**src/rtl/systolic_result_collector_if.sv**
```systemverilog
// Handshake bundle between the systolic array's output row counter, the
// result collector and the downstream element consumer.
// slave  : the collector side.
// master : the environment that drives rows and consumes elements.
interface systolic_result_collector_if #(
  parameter int N_SIZE = 5,
  parameter int DATAW  = 32
);
  localparam int PTR_W = $clog2(N_SIZE);

  logic                    in_valid;
  logic                    in_ready;
  logic [PTR_W-1:0]        in_row_idx;
  logic [N_SIZE*DATAW-1:0] in_row_data;

  logic                    out_valid;
  logic                    out_ready;
  logic [DATAW-1:0]        out_data;
  logic [PTR_W-1:0]        out_row;
  logic [PTR_W-1:0]        out_col;
  logic                    out_last;

  logic                    seq_err;
  logic                    ovf_err;

  modport master (
    output in_valid, in_row_idx, in_row_data, out_ready,
    input  in_ready, out_valid, out_data, out_row, out_col, out_last,
           seq_err, ovf_err
  );

  modport slave (
    input  in_valid, in_row_idx, in_row_data, out_ready,
    output in_ready, out_valid, out_data, out_row, out_col, out_last,
           seq_err, ovf_err
  );
endinterface

```
**src/rtl/systolic_result_collector.sv**
```systemverilog
// Result collector: buffers the N_SIZE rows of matrix C, then streams the
// elements out in row-major order over valid/ready.
//
// state | meaning
// ------+-----------------------------------------------------------
// FILL  | accepting rows into buffer row exp_row; in_ready high
// DRAIN | presenting element (row,col); incoming rows are dropped
module systolic_result_collector #(
  parameter int N_SIZE = 5,
  parameter int DATAW  = 32
) (
  input  logic                        clk,
  input  logic                        rst_n,
  systolic_result_collector_if.slave  bus
);
  localparam int PTR_W = $clog2(N_SIZE);
  localparam logic [PTR_W-1:0] LAST_IDX = PTR_W'(N_SIZE - 1);
  localparam logic [PTR_W-1:0] ONE      = PTR_W'(1);
  localparam logic [PTR_W-1:0] ZERO     = '0;

  typedef enum logic {FILL, DRAIN} state_e;

  state_e                  state_q, state_d;
  logic [PTR_W-1:0]        exp_row_q, exp_row_d;
  logic [PTR_W-1:0]        row_q, row_d;
  logic [PTR_W-1:0]        col_q, col_d;
  logic                    in_ready_q, in_ready_d;
  logic                    out_valid_q, out_valid_d;
  logic                    out_last_q, out_last_d;
  logic                    seq_err_q, seq_err_d;
  logic                    ovf_err_q, ovf_err_d;
  logic [DATAW-1:0]        out_data_q, out_data_d;
  logic [N_SIZE*DATAW-1:0] buf_q [N_SIZE];
  logic                    buf_we;
  logic [PTR_W-1:0]        nxt_row, nxt_col;

  // Next-state, pointer and registered-output computation.
  always_comb begin
    state_d     = state_q;
    exp_row_d   = exp_row_q;
    row_d       = row_q;
    col_d       = col_q;
    out_valid_d = out_valid_q;
    out_last_d  = out_last_q;
    seq_err_d   = seq_err_q;
    ovf_err_d   = ovf_err_q;
    out_data_d  = out_data_q;
    buf_we      = 1'b0;

    // Row-major successor of the current element; wrap by compare so that
    // non-power-of-2 sizes step correctly.
    if (col_q == LAST_IDX) begin
      nxt_col = ZERO;
      nxt_row = row_q + ONE;
    end else begin
      nxt_col = col_q + ONE;
      nxt_row = row_q;
    end

    case (state_q)
      FILL: begin
        if (bus.in_valid) begin
          buf_we = 1'b1;
          if (bus.in_row_idx != exp_row_q) seq_err_d = 1'b1;
          if (exp_row_q == LAST_IDX) begin
            // Row 0 is already in the buffer (N_SIZE >= 2), so the first
            // element can be registered on the same edge the last row lands.
            exp_row_d   = ZERO;
            state_d     = DRAIN;
            row_d       = ZERO;
            col_d       = ZERO;
            out_valid_d = 1'b1;
            out_last_d  = 1'b0;
            out_data_d  = buf_q[ZERO][DATAW-1:0];
          end else begin
            exp_row_d = exp_row_q + ONE;
          end
        end
      end
      DRAIN: begin
        if (bus.in_valid) ovf_err_d = 1'b1;
        if (out_valid_q && bus.out_ready) begin
          if (out_last_q) begin
            state_d     = FILL;
            out_valid_d = 1'b0;
            out_last_d  = 1'b0;
            row_d       = ZERO;
            col_d       = ZERO;
          end else begin
            row_d      = nxt_row;
            col_d      = nxt_col;
            out_data_d = buf_q[nxt_row][int'(nxt_col)*DATAW +: DATAW];
            out_last_d = (nxt_row == LAST_IDX) && (nxt_col == LAST_IDX);
          end
        end
      end
      default: state_d = FILL;
    endcase

    in_ready_d = (state_d == FILL);
  end

  // Control state, pointers and registered outputs.
  always_ff @(posedge clk) begin
    if (!rst_n) begin
      state_q     <= FILL;
      exp_row_q   <= ZERO;
      row_q       <= ZERO;
      col_q       <= ZERO;
      in_ready_q  <= 1'b1;
      out_valid_q <= 1'b0;
      out_last_q  <= 1'b0;
      seq_err_q   <= 1'b0;
      ovf_err_q   <= 1'b0;
      out_data_q  <= '0;
    end else begin
      state_q     <= state_d;
      exp_row_q   <= exp_row_d;
      row_q       <= row_d;
      col_q       <= col_d;
      in_ready_q  <= in_ready_d;
      out_valid_q <= out_valid_d;
      out_last_q  <= out_last_d;
      seq_err_q   <= seq_err_d;
      ovf_err_q   <= ovf_err_d;
      out_data_q  <= out_data_d;
    end
  end

  // Matrix buffer: written by expected position, never by the incoming tag.
  always_ff @(posedge clk) begin
    if (buf_we) buf_q[exp_row_q] <= bus.in_row_data;
  end

  assign bus.in_ready  = in_ready_q;
  assign bus.out_valid = out_valid_q;
  assign bus.out_data  = out_data_q;
  assign bus.out_row   = row_q;
  assign bus.out_col   = col_q;
  assign bus.out_last  = out_last_q;
  assign bus.seq_err   = seq_err_q;
  assign bus.ovf_err   = ovf_err_q;
endmodule

```
**src/flat_wrapper.sv**
```systemverilog
// flat-port wrapper written by rule: the top's interface ports become plain ports
module systolic_result_collector_flat 
#(
  parameter int N_SIZE = 5,
  parameter int DATAW  = 32
)
  (clk, rst_n, bus_in_valid, bus_in_row_idx, bus_in_row_data, bus_out_ready, bus_in_ready, bus_out_valid, bus_out_data, bus_out_row, bus_out_col, bus_out_last, bus_seq_err, bus_ovf_err);
  systolic_result_collector_if #(.N_SIZE(N_SIZE), .DATAW(DATAW)) bus_i ();
  input  logic clk;
  input  logic rst_n;
  input wire logic [$bits(bus_i.in_valid)-1:0] bus_in_valid;
  input wire logic [$bits(bus_i.in_row_idx)-1:0] bus_in_row_idx;
  input wire logic [$bits(bus_i.in_row_data)-1:0] bus_in_row_data;
  input wire logic [$bits(bus_i.out_ready)-1:0] bus_out_ready;
  output wire logic [$bits(bus_i.in_ready)-1:0] bus_in_ready;
  output wire logic [$bits(bus_i.out_valid)-1:0] bus_out_valid;
  output wire logic [$bits(bus_i.out_data)-1:0] bus_out_data;
  output wire logic [$bits(bus_i.out_row)-1:0] bus_out_row;
  output wire logic [$bits(bus_i.out_col)-1:0] bus_out_col;
  output wire logic [$bits(bus_i.out_last)-1:0] bus_out_last;
  output wire logic [$bits(bus_i.seq_err)-1:0] bus_seq_err;
  output wire logic [$bits(bus_i.ovf_err)-1:0] bus_ovf_err;
  assign bus_i.in_valid = bus_in_valid;
  assign bus_i.in_row_idx = bus_in_row_idx;
  assign bus_i.in_row_data = bus_in_row_data;
  assign bus_i.out_ready = bus_out_ready;
  assign bus_in_ready = bus_i.in_ready;
  assign bus_out_valid = bus_i.out_valid;
  assign bus_out_data = bus_i.out_data;
  assign bus_out_row = bus_i.out_row;
  assign bus_out_col = bus_i.out_col;
  assign bus_out_last = bus_i.out_last;
  assign bus_seq_err = bus_i.seq_err;
  assign bus_ovf_err = bus_i.ovf_err;
  systolic_result_collector #(.N_SIZE(N_SIZE), .DATAW(DATAW)) u_core (.clk(clk), .rst_n(rst_n), .bus(bus_i));
endmodule
```
**config.mk**
```make
export PLATFORM = sky130hd
export DESIGN_NAME = systolic_result_collector_flat
export DESIGN_NICKNAME = d
export VERILOG_FILES = /design/src/rtl/systolic_result_collector_if.sv /design/src/rtl/systolic_result_collector.sv /design/src/flat_wrapper.sv
export SDC_FILE = /design/constraint.sdc
export NUM_CORES = 1
export LEC_CHECK = 0
export CORE_MARGIN = 10
export CORE_UTILIZATION = 54
export CTS_CLUSTER_DIAMETER = 80
export DETAILED_ROUTE_END_ITERATION = 10
export GPL_ROUTABILITY_DRIVEN = 0
export PLACE_DENSITY = 0.76
export SLEW_MARGIN = 20
export SYNTH_ARGS = -nofsm -noshare
export SYNTH_HDL_FRONTEND = slang
export SYNTH_SLANG_ARGS = --single-unit
```
**constraint.sdc**
```tcl
create_clock -name clk -period 18.25 [get_ports clk]
set_input_delay 1.825 -clock clk [delete_from_list [all_inputs] [get_ports clk]]
set_output_delay 1.825 -clock clk [all_outputs]
set_load 0.02 [all_outputs]
```
; Word-level counts from Yosys, hierarchy flattened
; Memories as Yosys holds them, arrays and structs flattened.
; Index checks and enable logic that the tools add are counted.
[word_totals]
ff_bits = 47
ram_bits = 800
in_bits = 167
output_inout_bits = 43
elab_cells = 70
mem_count = 1
[memory_table]
columns = name, depth, width, read_ports, rd_clocked_by_memory_dff, write_ports, line
row1 = u_core.buf_q, 5, 160, 2, 0, 1, systolic_result_collector.sv:33  ; logic [N_SIZE*DATAW-1:0] buf_q [N_SIZE];
[classes]
addsub = 3
eq_ne = 10
n_shift = 1
muxes = 35
bitwise_logic = 2
n_reduce_logical = 8
[op_table]
columns = operator, n
row1 = $shiftx A160 B9 Y32, 1
row2 = $mux W32, 4
row3 = $pmux W32 S2, 1
row4 = $mux W3, 9
row5 = $mux W1, 16
row6 = $eq A3 B3 Y1 const B, 4
row7 = $pmux W3 S2, 2
row8 = $add A3 B1 Y3 const B, 3
row9 = $ne A2 B2 Y1 const B, 4
row10 = $reduce_and A4 Y1, 2
row11 = $pmux W1 S2, 3
row12 = $reduce_and A3 Y1, 2
row13 = $reduce_and A2 Y1, 2
row14 = $ne A3 B3 Y1, 1
row15 = $logic_and A1 B1 Y1, 2
row16 = $ne A2 B1 Y1 const B, 1
row17 = $not A1 Y1, 2

; Logic depth before layout (Yosys ltp)
[depth]
depth_word = 7
depth_mapped = 13
mapped_depth_nobuf = 8

; Worst setup path after synthesis
; Ideal clock, no wire load.
[synth_timing]
path_kind = input to register
start = in bus_in_valid
end = mem u_core.buf_q[4][0] (netlist name) (enable)
setup_ns = 1.127
arrival_time_ns = 18.305
required_ns = 17.123
setup_slack_ns = -1.182
path_stages = 2
path_buffers = 0
path_cell_list = nand2_1 > nor4b_1
[synth_via]
elab_chain_len = 4
[synth_rtl]
columns = item, line
row1 = "start, declared", flat_wrapper.sv:11  ; input wire logic [$bits(bus_i.in_valid)-1:0] bus_in_valid;
row2 = $mux W1, systolic_result_collector.sv:62  ; if (bus.in_valid) begin
row3 = $mux W1, systolic_result_collector.sv:60  ; case (state_q)
row4 = $mux W1, systolic_result_collector.sv:132  ; if (buf_we) buf_q[exp_row_q] <= bus.in_row_data;
row5 = $mux W1 (implied by the code), systolic_result_collector.sv:132
row6 = "end, declared", systolic_result_collector.sv:33
; No other way between the ends.

; Final worst setup path
[layout_timing]
start = in bus_in_valid
end = mem u_core.buf_q[3][146] (netlist name) (enable)
; Same word-level chain as after synthesis.

==> flow_results.org <==
** Synth
- In the post-synthesis netlist, the biggest area contributors are sky130_fd_sc_hd__edfxtp_1, sky130_fd_sc_hd__mux2i_1, sky130_fd_sc_hd__nand2_1, sky130_fd_sc_hd__mux4_2, sky130_fd_sc_hd__dfxtp_1.
- Unique masters post-synth :: 80
- The most used flip-flop cell after synthesis is sky130_fd_sc_hd__edfxtp_1.
- The share of the Yosys chip area taken by registers is 70.9%.
- Area share of the largest cell type after synthesis :: approximately 68%
- Synthesis produced a netlist whose cell count is between 2,000 and 2,500.
- Averaged over all synthesized cells, the footprint is about 15 sq um.
- In the synthesized netlist the async set-or-reset flop fraction comes to 0%.
- The number of nets handed over by synthesis was between 2,000 and 3,000.
- The cell area that synthesis handed to floorplanning was 35,200 sq um.
- In this run, synthesis inferred 800 flip-flops with an integrated enable.
- Number of synthesized register bits :: roughly 850
- Cell type with the highest aggregate area in the netlist :: sky130_fd_sc_hd__edfxtp_1
- The Yosys step of the flow raised 0 warnings.

** Clock tree
- The tree is rooted in a sky130_fd_sc_hd__clkbuf_16.
- In this run, post-CTS hold repair placed 0 buffers.
- The clock tree synthesis step divided the H-tree into 3 levels.
- In this run the deepest clock path goes through 3 buffers.
- Number of setup buffers added after CTS :: 0
- TritonCTS built the clock tree.
- Sinks on Clock Net :: ~850
- Clock edge transition at the registers on the reported setup and hold paths :: roughly 0.060 ns
- Latest clock arrival within the worst-skew pair :: about 0.64 ns
- The number of gates resized after CTS was 0.
- Buffers inserted during clock tree synthesis total between 80 and 90.

** Floorplanning
- Once the floorplan was initialized, standard cells occupied a little over half of the core.
- Floorplan core area :: about 64,000 sq um
- Die extent in x :: 275 microns
- The die is 275 microns tall.
- The initialized floorplan defines 93 standard-cell rows.
- In this run the count of I/O pins placed on the die edge is 210.
- DIE AREA :: between 70,000 and 80,000 sq um

** Finish
- Final #Nets :: between 2,000 and 3,000
- The multi-input combinational cells in the finished layout cover a total of around 9500 sq um.
- End-of-flow core utilization :: 63.5%
- Area grow syn2layout :: 16.3%
- After routing the design area is ~40,000 sq um.
- Share of layout cells above drive strength 1 :: under 10%
- In the final layout, flip-flops and latches occupy between 20,000 and 25,000 sq um.
- Counting the fill cells in the layout gives ~4,500.

** Global routing
- Entering global routing, the biggest net connects around 160 pins.
- Global routing usage on met2 :: 41.9%
- For this run, global-route usage on met3 was measured as 6.67%.
- Number of global-route vias before repair :: between 20,000 and 25,000
- For this run, global-route usage on met1 was measured as between 30 and 40%.
- The initial antenna violation count is 12.
- For this run, the total global-route usage over all layers was measured as a little over a quarter.
- The total overflow left after global routing is 0.
- The first global-routing pass estimated about 150,000 microns of wire.
- The global routing stage identified its most utilized layer as met2.

** STA
- Sum of negative setup slack :: 0 ns
- The max-slew violation count came to 0.
- At the pin with the least slew margin, the transition time is around 1.2 ns.
- Clock tree skew after final layout :: between 0.03 and 0.04 ns
- The final number of hold-violating endpoints was 0.
- Highest attainable clock frequency :: 184 MHz
- In this run the tightest slew margin relative to its limit is between 15 and 20%.
- Setup violations remaining at the end of the flow were counted as 0.
- Setup repair after global routing left no endpoint under its margin.
- Dividing the final minimum period by the clock period gives 29.8%.
- Fin crit period :: roughly 5.4 ns

** Run
- Across the run, the number of max-cap violations was 0.

** Worst setup path
- The largest single stage delay on the critical path is roughly 0.92 ns.
- Worst Setup Path Type :: in -> reg
- On the critical path the largest part of the delay comes from buffers and inverters.
- Nature of the critical path startpoint :: input port
- Crit path capture type :: flop
- WP data arrival :: between 5 and 6 ns
- In this run the critical register-to-register path is launched from u_core.state_q.
- Tracing the worst setup path back leads to its startpoint at bus_in_valid.
- Worst path bufs/invs :: 4
- At the worst endpoint, the required time is 18.49 ns.
- The signal on the critical path passes through clkdlybuf4s50_1 > nand2_1 > or3_1 > nor2_4 > buf_4 > buf_4 > buf_4.
- In this run the register-to-register setup slack is 13.12 ns.
- Counting buffers and inverters, the worst setup path is 7 cells deep.
- Number of cells on the worst reg-to-reg path :: 9
- Reg-to-reg critical path endpoint :: u_core.buf_q[3][146]
- The slowest stage of the critical path belongs to the cell sky130_fd_sc_hd__buf_4.
- Along the worst path, the maximum fanout reaches between 60 and 70.
- Library cell appearing most often on the critical path :: sky130_fd_sc_hd__buf_4

** Drt
- Dividing the detail-routed via count by the number of cells gives ~7.
- Antenna violation net count after detailed routing :: 0
- For this run, design rule violations remaining after detail routing come to 0.
- Iteration-0 DRC Markers :: between 3,000 and 4,000
- The routed layout has ~24,000 vias.
- After detailed routing, the average wire length per cell comes to between 30 and 40 microns.
- For this block, the routed nets add up to about 100,000 microns of wire.
- The first detailed-routing pass took 6 iterations.

** Min path
- The startpoint identified for the worst hold timing path is u_core.bus.seq_err.
- The worst hold path terminates at u_core.bus.seq_err.
- In this run the worst hold path is classified as reg -> reg.
- Along the worst hold path, the cell count comes to 1.

** Outcome
- The run finished with clean final reports.

** Power and ir drop
- Reported leakage power :: roughly 13 nW
- The completed layout was analyzed and its total power is roughly 0.0042 W.
- For this design the ratio of total power to cell area is 102 nW/um^2.
- Max rail drop VDD :: ~0.000084 V

** Place
- During placement, the flow inserted port buffers numbering between 200 and 250.
- Dpl hpwl :: around 60,000 microns
- Placed cell areas :: between 30,000 and 40,000 sq um
[cell type report]
cell class | count | area share (%)
multi-input combinational | 1343 | 23.1
sequential | 847 | 61.0
tap | 855 | 2.61
antenna | 7 | 0.0428
timing repair buffer | 250 | 6.02
clock buffer | 117 | 5.89
clock inverter | 38 | 1.15
inverter | 23 | 0.211
[synth_stat cells (22+ instances only)]
cell type	instances
sky130_fd_sc_hd__nand2_1	255
sky130_fd_sc_hd__buf_2	69
sky130_fd_sc_hd__a21o_1	24
sky130_fd_sc_hd__nor2_1	49
sky130_fd_sc_hd__o221ai_1	22
sky130_fd_sc_hd__o21a_1	29
sky130_fd_sc_hd__a211o_1	24
sky130_fd_sc_hd__or3_1	29
sky130_fd_sc_hd__and3_1	25
sky130_fd_sc_hd__o211ai_1	39
sky130_fd_sc_hd__dfxtp_1	47
sky130_fd_sc_hd__inv_1	23
sky130_fd_sc_hd__o2111ai_1	29
sky130_fd_sc_hd__mux2i_1	113
sky130_fd_sc_hd__a211oi_1	43
sky130_fd_sc_hd__clkbuf_1	78
sky130_fd_sc_hd__nand3_1	130
sky130_fd_sc_hd__a31oi_1	39
sky130_fd_sc_hd__o21ai_0	34
sky130_fd_sc_hd__mux4_2	42
sky130_fd_sc_hd__a221oi_1	66
sky130_fd_sc_hd__o22ai_1	28
sky130_fd_sc_hd__edfxtp_1	800
sky130_fd_sc_hd__a21oi_1	117
[layer usage]
layer / routed length, microns / vias up / share of wire, %
met5: 29 / - / 0.028
met4: 5680 / 4 / 5.4
met3: 13600 / 339 / 13
met2: 48500 / 1978 / 46
met1: 36800 / 11900 / 35
li1: - / 9907 / -
[how the worst max path moves through the flow]
| stage | end |
|---|---|
| global placement | u_core.buf_q[3][140] |
| CTS | u_core.buf_q[3][5] |
| global route | u_core.buf_q[3][146] |
| detailed placement | u_core.buf_q[3][144] |
| finish | u_core.buf_q[3][146] |
| floorplan | u_core.buf_q[0][0] |
[logic make-up after synthesis]
| kind of cell | after synthesis | synth area share, % |
|---|---|---|
| AO/OA/AOI/OAI | 595 | 12.3 |
| buffers and inverters | 199 | 2.61 |
| flip-flops | 847 | 70.9 |
| adder cells (fa/ha/maj) | 5 | 0.178 |
| multiplexers | 161 | 6.09 |
| AND/OR/NAND/NOR | 576 | 7.70 |
| XOR/XNOR | 6 | 0.171 |
[sequential cells by signal, summed over array words and instances, names as in the netlist]
register and flops:
u_core.exp_row_q 3, u_core.bus.out_data 32, u_core.bus.out_last 1, u_core.bus.in_ready 1, u_core.bus.out_valid 1, u_core.bus.out_col 3, u_core.bus.out_row 3, u_core.state_q 1
u_core.bus.seq_err 1, u_core.buf_q 800, u_core.bus.ovf_err 1
[metrics by stage]
stage               setup slack [ns]  hold slack [ns]  cells
global placement               12.27            0.449   3317
global route                   12.70            0.501   3478
floorplan                     0.0773            0.528   2389
detailed placement             12.24            0.458   3317
finish                         12.82            0.468   3480
CTS                            12.88            0.471   3472
[power breakdown]
| group | internal (W) | total (W) | switching (W) |
|---|---|---|---|
| logic | 0.0000590 | 0.000152 | 0.0000933 |
| registers | 0.00219 | 0.00221 | 0.0000196 |
| clock network | 0.00107 | 0.00179 | 0.000726 |
| total | 0.00332 | 0.00416 | 0.000839 |
[placed cells by master (no fill, tap or decap), types with 34 or more instances in the layout]
cell and instances:
sky130_fd_sc_hd__clkbuf_16 88, sky130_fd_sc_hd__edfxtp_1 800, sky130_fd_sc_hd__nand3_1 129, sky130_fd_sc_hd__buf_4 36
sky130_fd_sc_hd__nor2_1 45, sky130_fd_sc_hd__dfxtp_1 44, sky130_fd_sc_hd__o21ai_0 34, sky130_fd_sc_hd__a211oi_1 43
sky130_fd_sc_hd__a221oi_1 66, sky130_fd_sc_hd__a31oi_1 37, sky130_fd_sc_hd__mux4_2 42, sky130_fd_sc_hd__nand2_1 254
sky130_fd_sc_hd__o211ai_1 39, sky130_fd_sc_hd__mux2i_1 113, sky130_fd_sc_hd__a21oi_1 116, sky130_fd_sc_hd__clkdlybuf4s50_1 208
(Power assumes the default switching activity.)
